$ cat src/rtl/uart_pkg.sv
// Frame layout constants and the receive FSM state type shared by the RX frame path.
package uart_pkg;

   localparam int FRAME_W  = 11;
   localparam int START    = 0;
   localparam int DATA_LSB = 1;
   localparam int DATA_MSB = 8;
   localparam int PARITY   = 9;
   localparam int STOP     = 10;

   typedef enum logic {
      IDLE  = 1'b0,
      CHECK = 1'b1
   } rx_state_e;

endpackage

$ cat src/rtl/rx_fifo.sv
// First-word-fall-through byte FIFO with occupancy count; push and pop may coincide even when full.
module rx_fifo #(
   parameter int DEPTH = 8
) (
   input  logic                       clk,
   input  logic                       reset,
   input  logic                       push,
   input  logic [7:0]                 wr_data,
   input  logic                       pop,
   output logic [7:0]                 rd_data,
   output logic [$clog2(DEPTH):0]     count,
   output logic                       empty,
   output logic                       full
);

   localparam int AW = $clog2(DEPTH);
   localparam int CW = AW + 1;

   logic [7:0]    mem_q [DEPTH];
   logic [AW-1:0] wptr_q, wptr_d;
   logic [AW-1:0] rptr_q, rptr_d;
   logic [CW-1:0] count_q, count_d;
   logic          do_push, do_pop;

   assign empty   = (count_q == '0);
   assign full    = (count_q == CW'(DEPTH));
   assign count   = count_q;
   assign rd_data = mem_q[rptr_q];

   always_comb begin
      do_pop  = pop & ~empty;
      // A full FIFO still accepts a write when the head is leaving in the same cycle.
      do_push = push & (~full | do_pop);
      wptr_d  = wptr_q;
      rptr_d  = rptr_q;
      count_d = count_q;
      if (do_push) wptr_d = wptr_q + AW'(1);
      if (do_pop)  rptr_d = rptr_q + AW'(1);
      if (do_push && !do_pop) count_d = count_q + CW'(1);
      if (do_pop && !do_push) count_d = count_q - CW'(1);
   end

   always_ff @(posedge clk) begin
      if (reset) begin
         wptr_q  <= '0;
         rptr_q  <= '0;
         count_q <= '0;
      end else begin
         wptr_q  <= wptr_d;
         rptr_q  <= rptr_d;
         count_q <= count_d;
      end
   end

   always_ff @(posedge clk) begin
      if (do_push && !reset) mem_q[wptr_q] <= wr_data;
   end

endmodule

$ cat src/rtl/rx_frame_fifo.sv
// Captures completed UART frames on the rising edge of the registered receive flag,
// checks start/stop/parity, and queues good data bytes into a FWFT FIFO with sticky errors.
module rx_frame_fifo
   import uart_pkg::*;
#(
   parameter bit PARITY_ODD = 1'b0,
   parameter int DEPTH      = 8
) (
   input  logic                       baud_clk,
   input  logic                       reset,
   input  logic                       recieved_flag,
   input  logic [FRAME_W-1:0]         data_parll,
   input  logic                       rd_ready,
   input  logic                       err_clr,
   output logic [7:0]                 rd_data,
   output logic                       rd_valid,
   output logic [$clog2(DEPTH):0]     fifo_count,
   output logic                       parity_err,
   output logic                       frame_err,
   output logic                       overrun_err
);

   rx_state_e          state_q, state_d;
   logic [FRAME_W-1:0] frame_q, frame_d;
   logic               rf_q, rf_prev_q;
   logic               perr_q, perr_d;
   logic               ferr_q, ferr_d;
   logic               oerr_q, oerr_d;
   logic               new_frame, push, pop_fire, fifo_empty, fifo_full;
   logic               bad_frame, bad_parity;

   assign new_frame = rf_q & ~rf_prev_q;
   assign pop_fire  = rd_ready & ~fifo_empty;
   assign rd_valid  = ~fifo_empty;

   always_comb begin
      state_d    = state_q;
      frame_d    = frame_q;
      push       = 1'b0;
      bad_frame  = (frame_q[START] != 1'b0) || (frame_q[STOP] != 1'b1);
      bad_parity = (^frame_q[PARITY:DATA_LSB]) != PARITY_ODD;
      perr_d     = err_clr ? 1'b0 : perr_q;
      ferr_d     = err_clr ? 1'b0 : ferr_q;
      oerr_d     = err_clr ? 1'b0 : oerr_q;
      case (state_q)
         IDLE: begin
            if (new_frame) begin
               frame_d = data_parll;
               state_d = CHECK;
            end
         end
         CHECK: begin
            state_d = IDLE;
            if (bad_frame)  ferr_d = 1'b1;
            if (bad_parity) perr_d = 1'b1;
            if (!bad_frame && !bad_parity) begin
               if (!fifo_full || pop_fire) push   = 1'b1;
               else                         oerr_d = 1'b1;
            end
         end
         default: state_d = IDLE;
      endcase
   end

   // The flag history resets high so a level already asserted at release is not a new frame.
   always_ff @(posedge baud_clk) begin
      if (reset) begin
         state_q   <= IDLE;
         frame_q   <= '0;
         rf_q      <= 1'b1;
         rf_prev_q <= 1'b1;
         perr_q    <= 1'b0;
         ferr_q    <= 1'b0;
         oerr_q    <= 1'b0;
      end else begin
         state_q   <= state_d;
         frame_q   <= frame_d;
         rf_q      <= recieved_flag;
         rf_prev_q <= rf_q;
         perr_q    <= perr_d;
         ferr_q    <= ferr_d;
         oerr_q    <= oerr_d;
      end
   end

   assign parity_err  = perr_q;
   assign frame_err   = ferr_q;
   assign overrun_err = oerr_q;

   rx_fifo #(.DEPTH(DEPTH)) u_fifo (
      .clk     (baud_clk),
      .reset   (reset),
      .push    (push),
      .wr_data (frame_q[DATA_MSB:DATA_LSB]),
      .pop     (rd_ready),
      .rd_data (rd_data),
      .count   (fifo_count),
      .empty   (fifo_empty),
      .full    (fifo_full)
   );

endmodule
$ cat config.mk
export PLATFORM = sky130hd
export DESIGN_NAME = rx_frame_fifo
export DESIGN_NICKNAME = d
export VERILOG_FILES = /design/src/rtl/uart_pkg.sv /design/src/rtl/rx_fifo.sv /design/src/rtl/rx_frame_fifo.sv
export SDC_FILE = /design/constraint.sdc
export NUM_CORES = 1
export LEC_CHECK = 0
export ABC_AREA = 1
export CORE_ASPECT_RATIO = 1.25
export CORE_MARGIN = 2
export CORE_UTILIZATION = 57
export CTS_CLUSTER_DIAMETER = 30
export DETAILED_ROUTE_END_ITERATION = 8
export HOLD_SLACK_MARGIN = 0.06
export PLACE_DENSITY = 0.79
export SKIP_LAST_GASP = 1
export SLEW_MARGIN = 20
export SYNTH_ARGS = -nofsm -noshare
export SYNTH_HDL_FRONTEND = slang
export SYNTH_SLANG_ARGS = --single-unit
$ cat constraint.sdc
create_clock -name baud_clk -period 2.4 [get_ports baud_clk]
set_input_delay 0.48 -clock baud_clk [delete_from_list [all_inputs] [get_ports baud_clk]]
set_output_delay 0.48 -clock baud_clk [all_outputs]
set_load 0.03 [all_outputs]
# Word-level counts from Yosys, hierarchy flattened
# Memory sizes are Yosys's and may differ from the RTL's. A register that Yosys moved wholly into a read port is not among the register bits.
# Index checks and enable logic that the tools add are counted.
# W data, S select, Z words.
# op_classes
n_addsub	4
eq_ne	1
muxes	21
bitwise	9
n_reduce_logical	16
# ops
operator	count
$mux W1	16
$reduce_xor A9 Y1	1
$mux W4	2
$add A3 B1 Y3 const B	2
$logic_not A1 Y1	6
$mux W3	2
$not A1 Y1	5
$add A4 B1 Y4 const B	1
$eq A4 B4 Y1 const B	1
$logic_and A1 B1 Y1	4
$logic_not A4 Y1	1
$sub A4 B1 Y4 const B	1
$and A1 B1 Y1	3
$logic_or A1 B1 Y1	2
$pmux W1 S2	1
$reduce_and A2 Y1	1
$reduce_bool A2 Y1	1
$or A1 B1 Y1	1
# totals
ff_bits	27
ramBits	64
in_bits	16
out_inout_bits	16
elab_cells	62
mem_count	1
# memory_table
name	words	word_bits	rd	rd_clocked_by_memory_dff	wr	line	rtl
u_fifo.mem_q	8	8	1	1	1	rx_fifo.sv:19	logic [7:0] mem_q [DEPTH];

# Logic depth before layout (Yosys ltp)
# logic_depth
depth_word	11
mapped_depth	17

# By module
# A second synthesis with hierarchy kept.
# hier_totals
hier_cells	364
area_unflattened_um2	3980.1
# by_module_without_submodules
mod	instances	cells_each	area_each_um2	seq_area_each_um2
rx_fifo	1	258	3223.1	2182.1
rx_frame_fifo	1	106	757.0	340.3

# Least setup slack after synthesis
# Ideal clock, no wire load.
# synth_timing
kind	register to register
from	register u_fifo.count_q[2] (netlist: u_fifo.count[2])
to	register u_fifo.count_q[3] (netlist: u_fifo.count[3])
setup_time_ps	122
t_arrival_ps	2155
required_ps	2278
path_slack_ps	123
stages_incl_launch_ff	12
path_buffers	0
cell_sequence	dfxtp_1 inv_1 nand3_1 nand2_1 inv_1 ha_1 xor2_1 nand3_1 a21oi_1 o21ai_0 o21ai_0 a21oi_1
# synth_between
elab_chain_cells	11
# synth_rtl
element	line	rtl
start, declared	rx_fifo.sv:22	logic [CW-1:0] count_q, count_d;
start signal, assigned	rx_fifo.sv:51	count_q <= count_d;
$logic_not A4 Y1 (*)	rx_fifo.sv:25	assign empty = (count_q == '0);
$not A1 Y1 (*)	-	
net rd_valid	rx_frame_fifo.sv:16	output logic rd_valid,
$and A1 B1 Y1 (*)	rx_fifo.sv:31, rx_frame_fifo.sv:33	
net pop_fire	rx_frame_fifo.sv:29	logic new_frame, push, pop_fire, fifo_empty, fifo_full;
$logic_or A1 B1 Y1	rx_frame_fifo.sv:57	if (!fifo_full || pop_fire) push = 1'b1;
$mux W1	rx_frame_fifo.sv:57	
$mux W1	rx_frame_fifo.sv:56	if (!bad_frame && !bad_parity) begin
$mux W1	rx_frame_fifo.sv:45	case (state_q)
$and A1 B1 Y1	rx_fifo.sv:33	do_push = push & (~full | do_pop);
$logic_not A1 Y1	rx_fifo.sv:40	if (do_pop && !do_push) count_d = count_q - CW'(1);
$logic_and A1 B1 Y1	rx_fifo.sv:40	
$mux W4 or $reduce_bool A2 Y1 (tied branches)	-	
# Mark *: on every way through the listed nets, which the timed path passes. The rest lies on a longest branch. The select of a mux whose other input is x is not followed.
# A chain may end at the register's enable or synchronous reset.

==> out/summary.txt <==
Yosys reg bits: 94
Hold Path Class: reg -> reg
Hold Violations, Final: 0
H-tree Lvls: 3
Gate Count Post-Synth: 379
first-pass GRT wire length: 12.2 mm
Avg Inst Size Synth: 10.3 sq um
Post-synth EDFFs: 64
status: finished, final reports clean
unique cell type count in the Yosys netlist: 24
worst path buffer plus inverter count: 3
switch share: 0.369
drt wl/cell: 14.5 microns
worst slew pin tran: 550 ps
layout cells sized above 1: 0.174
Max VDD drop: 0.672 mV
setup tns final: 0 ps
CP top delay family: buffers and inverters
largest net degree at the start of global routing: 33
Post-DP HPWL: 5.19 mm
Slew Viols, Final: 0
crit path max fanout: 32
Core Util, Final: 0.709
Root Buffer: clkbuf_8
Mapped Nets: 400
CTS tree: done
worst-path cell chain: inv_1, buf_12, nor2_1, o22ai_1, nor2_1, a31oi_1, clkdlybuf4s18_2
Critical Path Start Type: flop
Synth top area share: 0.493
clock power share: 0.225
Worst EP required: 1920 ps
GRT Util Overall: 0.217
P_leak: 1.78 nW
Synth area leaders: edfxtp_1, dfxtp_1, nor2_1
Final setup viols: 0
Logic pwr share: 0.349
FF/Latch Area: 0.00252 sq mm
FFs w/ async S/R, synth: 0
Psw: 1.60 mW
DRT iter0 DRCs: 211
drt pass-1 iters: 4
FMAX: 0.431 GHz
Rows: 33
Worst Skew: 9.41 ps
starting density of the core: 0.590
Post-synth top flop: edfxtp_1
Core Box Area: 0.00661 sq mm
met2 usage: 0.378
DR DRC count: 0
Port Buffers: 31
sequential share of the synthesized area: 0.648
clk slew on worst S/H paths: 90 ps
CP Capture Type: output port
Layout area overhead: 20.3%
vias in the first global route: 2,791
GP Congestion: 0.829
crit share post-route: 0.966
clock sinks: 94
Die Wd: 77.9 microns
Post-Syn Area: 0.00389 sq mm
gr ovfl total: 0
area leader, netlist: edfxtp_1
Cell Int Power: 2.75 mW
number of diodes: 0
CTS Hold Buffers Added: 0
crit path kind: reg -> out
Ports: 32
slew margin rel.: 0.633
area of the multi-input gates: 0.00121 sq mm
sequential share of power: 0.426
worst path arrival time: 1840 ps
Layout Nets: 459
die area: 0.00751 sq mm
antenna viol nets, final: 0
most used cell, CP: nor2_1
Worst-Skew Late Latency: 360 ps
antenna violations before repair: 0
max_cap viols: 0
R2R setup slack: 170 ps
min Tclk post-route: 2320 ps
CTS buffer count: 9
routed via count: 2,839
M3 GR Usage: 0.0428
Crit-path slowest cell: dfxtp_1
pwr dens: 928 mW/mm^2
GRT Max-Usage Layer: met2
fillers: 473
RSZ-0062 raised after global routing: true
final WL: 7.68 mm
YS warnings: 0
Clock Tree Buf Depth: 2
height of the chip: 96.4 microns
met1 usage: 0.240
Max stage delay on crit path: 360 ps
drt via density: 5.36
## worst min-delay path: cells and delay by family (launching register included)
family,cells,cell delay [ps]
flip-flops,1,320
buffers and inverters,1,50
AND/OR/NAND/NOR,1,60
## final timing paths
path | startpoint | end | cells after the start
setup / recovery | flop | rd_data[7] | 7
hold / removal | rf_q | rf_prev_q | 2
setup reg to reg | frame_q[2] | u_fifo.count[2] | 16
hold reg to reg | rf_q | rf_prev_q | 2
## kinds of logic after synthesis
logic type | after synthesis | synth area share
AOI/OAI and AO/OA | 84 | 0.113
xor gates and xnor gates | 5 | 0.0112
adders and majority gates | 5 | 0.0161
buffers and inverters | 47 | 0.0453
DFF | 94 | 0.648
and+or+nand+nor | 144 | 0.167
## layer usage
metal	share of wire	routed length (microns)	up-vias
li1	-	-	1419
met4	0.034	263	0
met1	0.41	3180	1296
met3	0.058	448	23
met5	0	0	-
met2	0.49	3790	101
## power groups by stage
stage | registers (mW) | clock network [mW] | logic [mW]
4_1_cts | 1.84 | 0.988 | 1.50
6_report | 1.85 | 0.979 | 1.52
3_5_place_dp | 1.88 | 0 | 1.56
2_1_floorplan | 1.92 | 0 | 0.929
3_3_place_gp | 1.88 | 0 | 1.52
5_1_grt | 1.86 | 1.05 | 1.65
## synth_stat cells, types with 3 or more instances
library cell / n
nor2_1: 76
edfxtp_1: 64
o21ai_0: 46
inv_1: 31
dfxtp_1: 30
nand2_1: 29
a21oi_1: 22
nand3_1: 19
clkbuf_1: 13
a31oi_1: 8
nand2_2: 8
o22ai_1: 8
ha_1: 5
inv_2: 3
xnor2_1: 3
## cell usage in the layout (no fill, tap or decap), types with 7 or more instances in the layout
cell / instances
o21ai_0: 44
nand2_2: 8
inv_1: 31
nor2_1: 76
buf_4: 27
o22ai_1: 8
a31oi_1: 8
a21oi_1: 22
nand2_1: 29
dfxtp_1: 29
clkdlybuf4s50_1: 23
clkbuf_8: 9
clkbuf_2: 7
edfxtp_1: 64
nand3_1: 19
## through the flow
stage / instances / instance area, sq um / hold WS [ps] / setup slack [ps] / total power, mW
after floorplan: 379 / 3890 / 400 / 123 / 2.85
after global placement: 514 / 4500 / 410 / -32.7 / 3.40
after detailed placement: 514 / 4500 / 428 / -116 / 3.44
after CTS: 530 / 4690 / 450 / -63.9 / 4.33
after global routing: 530 / 4690 / 460 / -35.9 / 4.56
final: 530 / 4690 / 448 / 81.5 / 4.35
## registers in the layout, summed over array words and instances, names as in the netlist, named ones only
name / count
parity_err: 1
rf_q: 1
u_fifo.wptr_q: 3
rf_prev_q: 1
u_fifo.rptr_q: 3
overrun_err: 1
u_fifo.mem_q: 64
u_fifo.count: 4
frame_q: 11
state_q: 1
frame_err: 1
## cell type report
type,instances,area share
repair buffers,61,0.111
well taps,87,0.0232
clock inverters,7,0.0144
clock buffers,9,0.0264
multi-input cells,238,0.259
inverters,34,0.0272
flip-flops and latches,94,0.539
## repair_timing
action	CTS	global route
setup endpoints to repair	8	10
pin swaps	0	0
buffers inserted	0	0
hold endpoints to repair	0	0
cloned	0	0
resized for setup	13	28
Power figures use the tool's default switching activity.
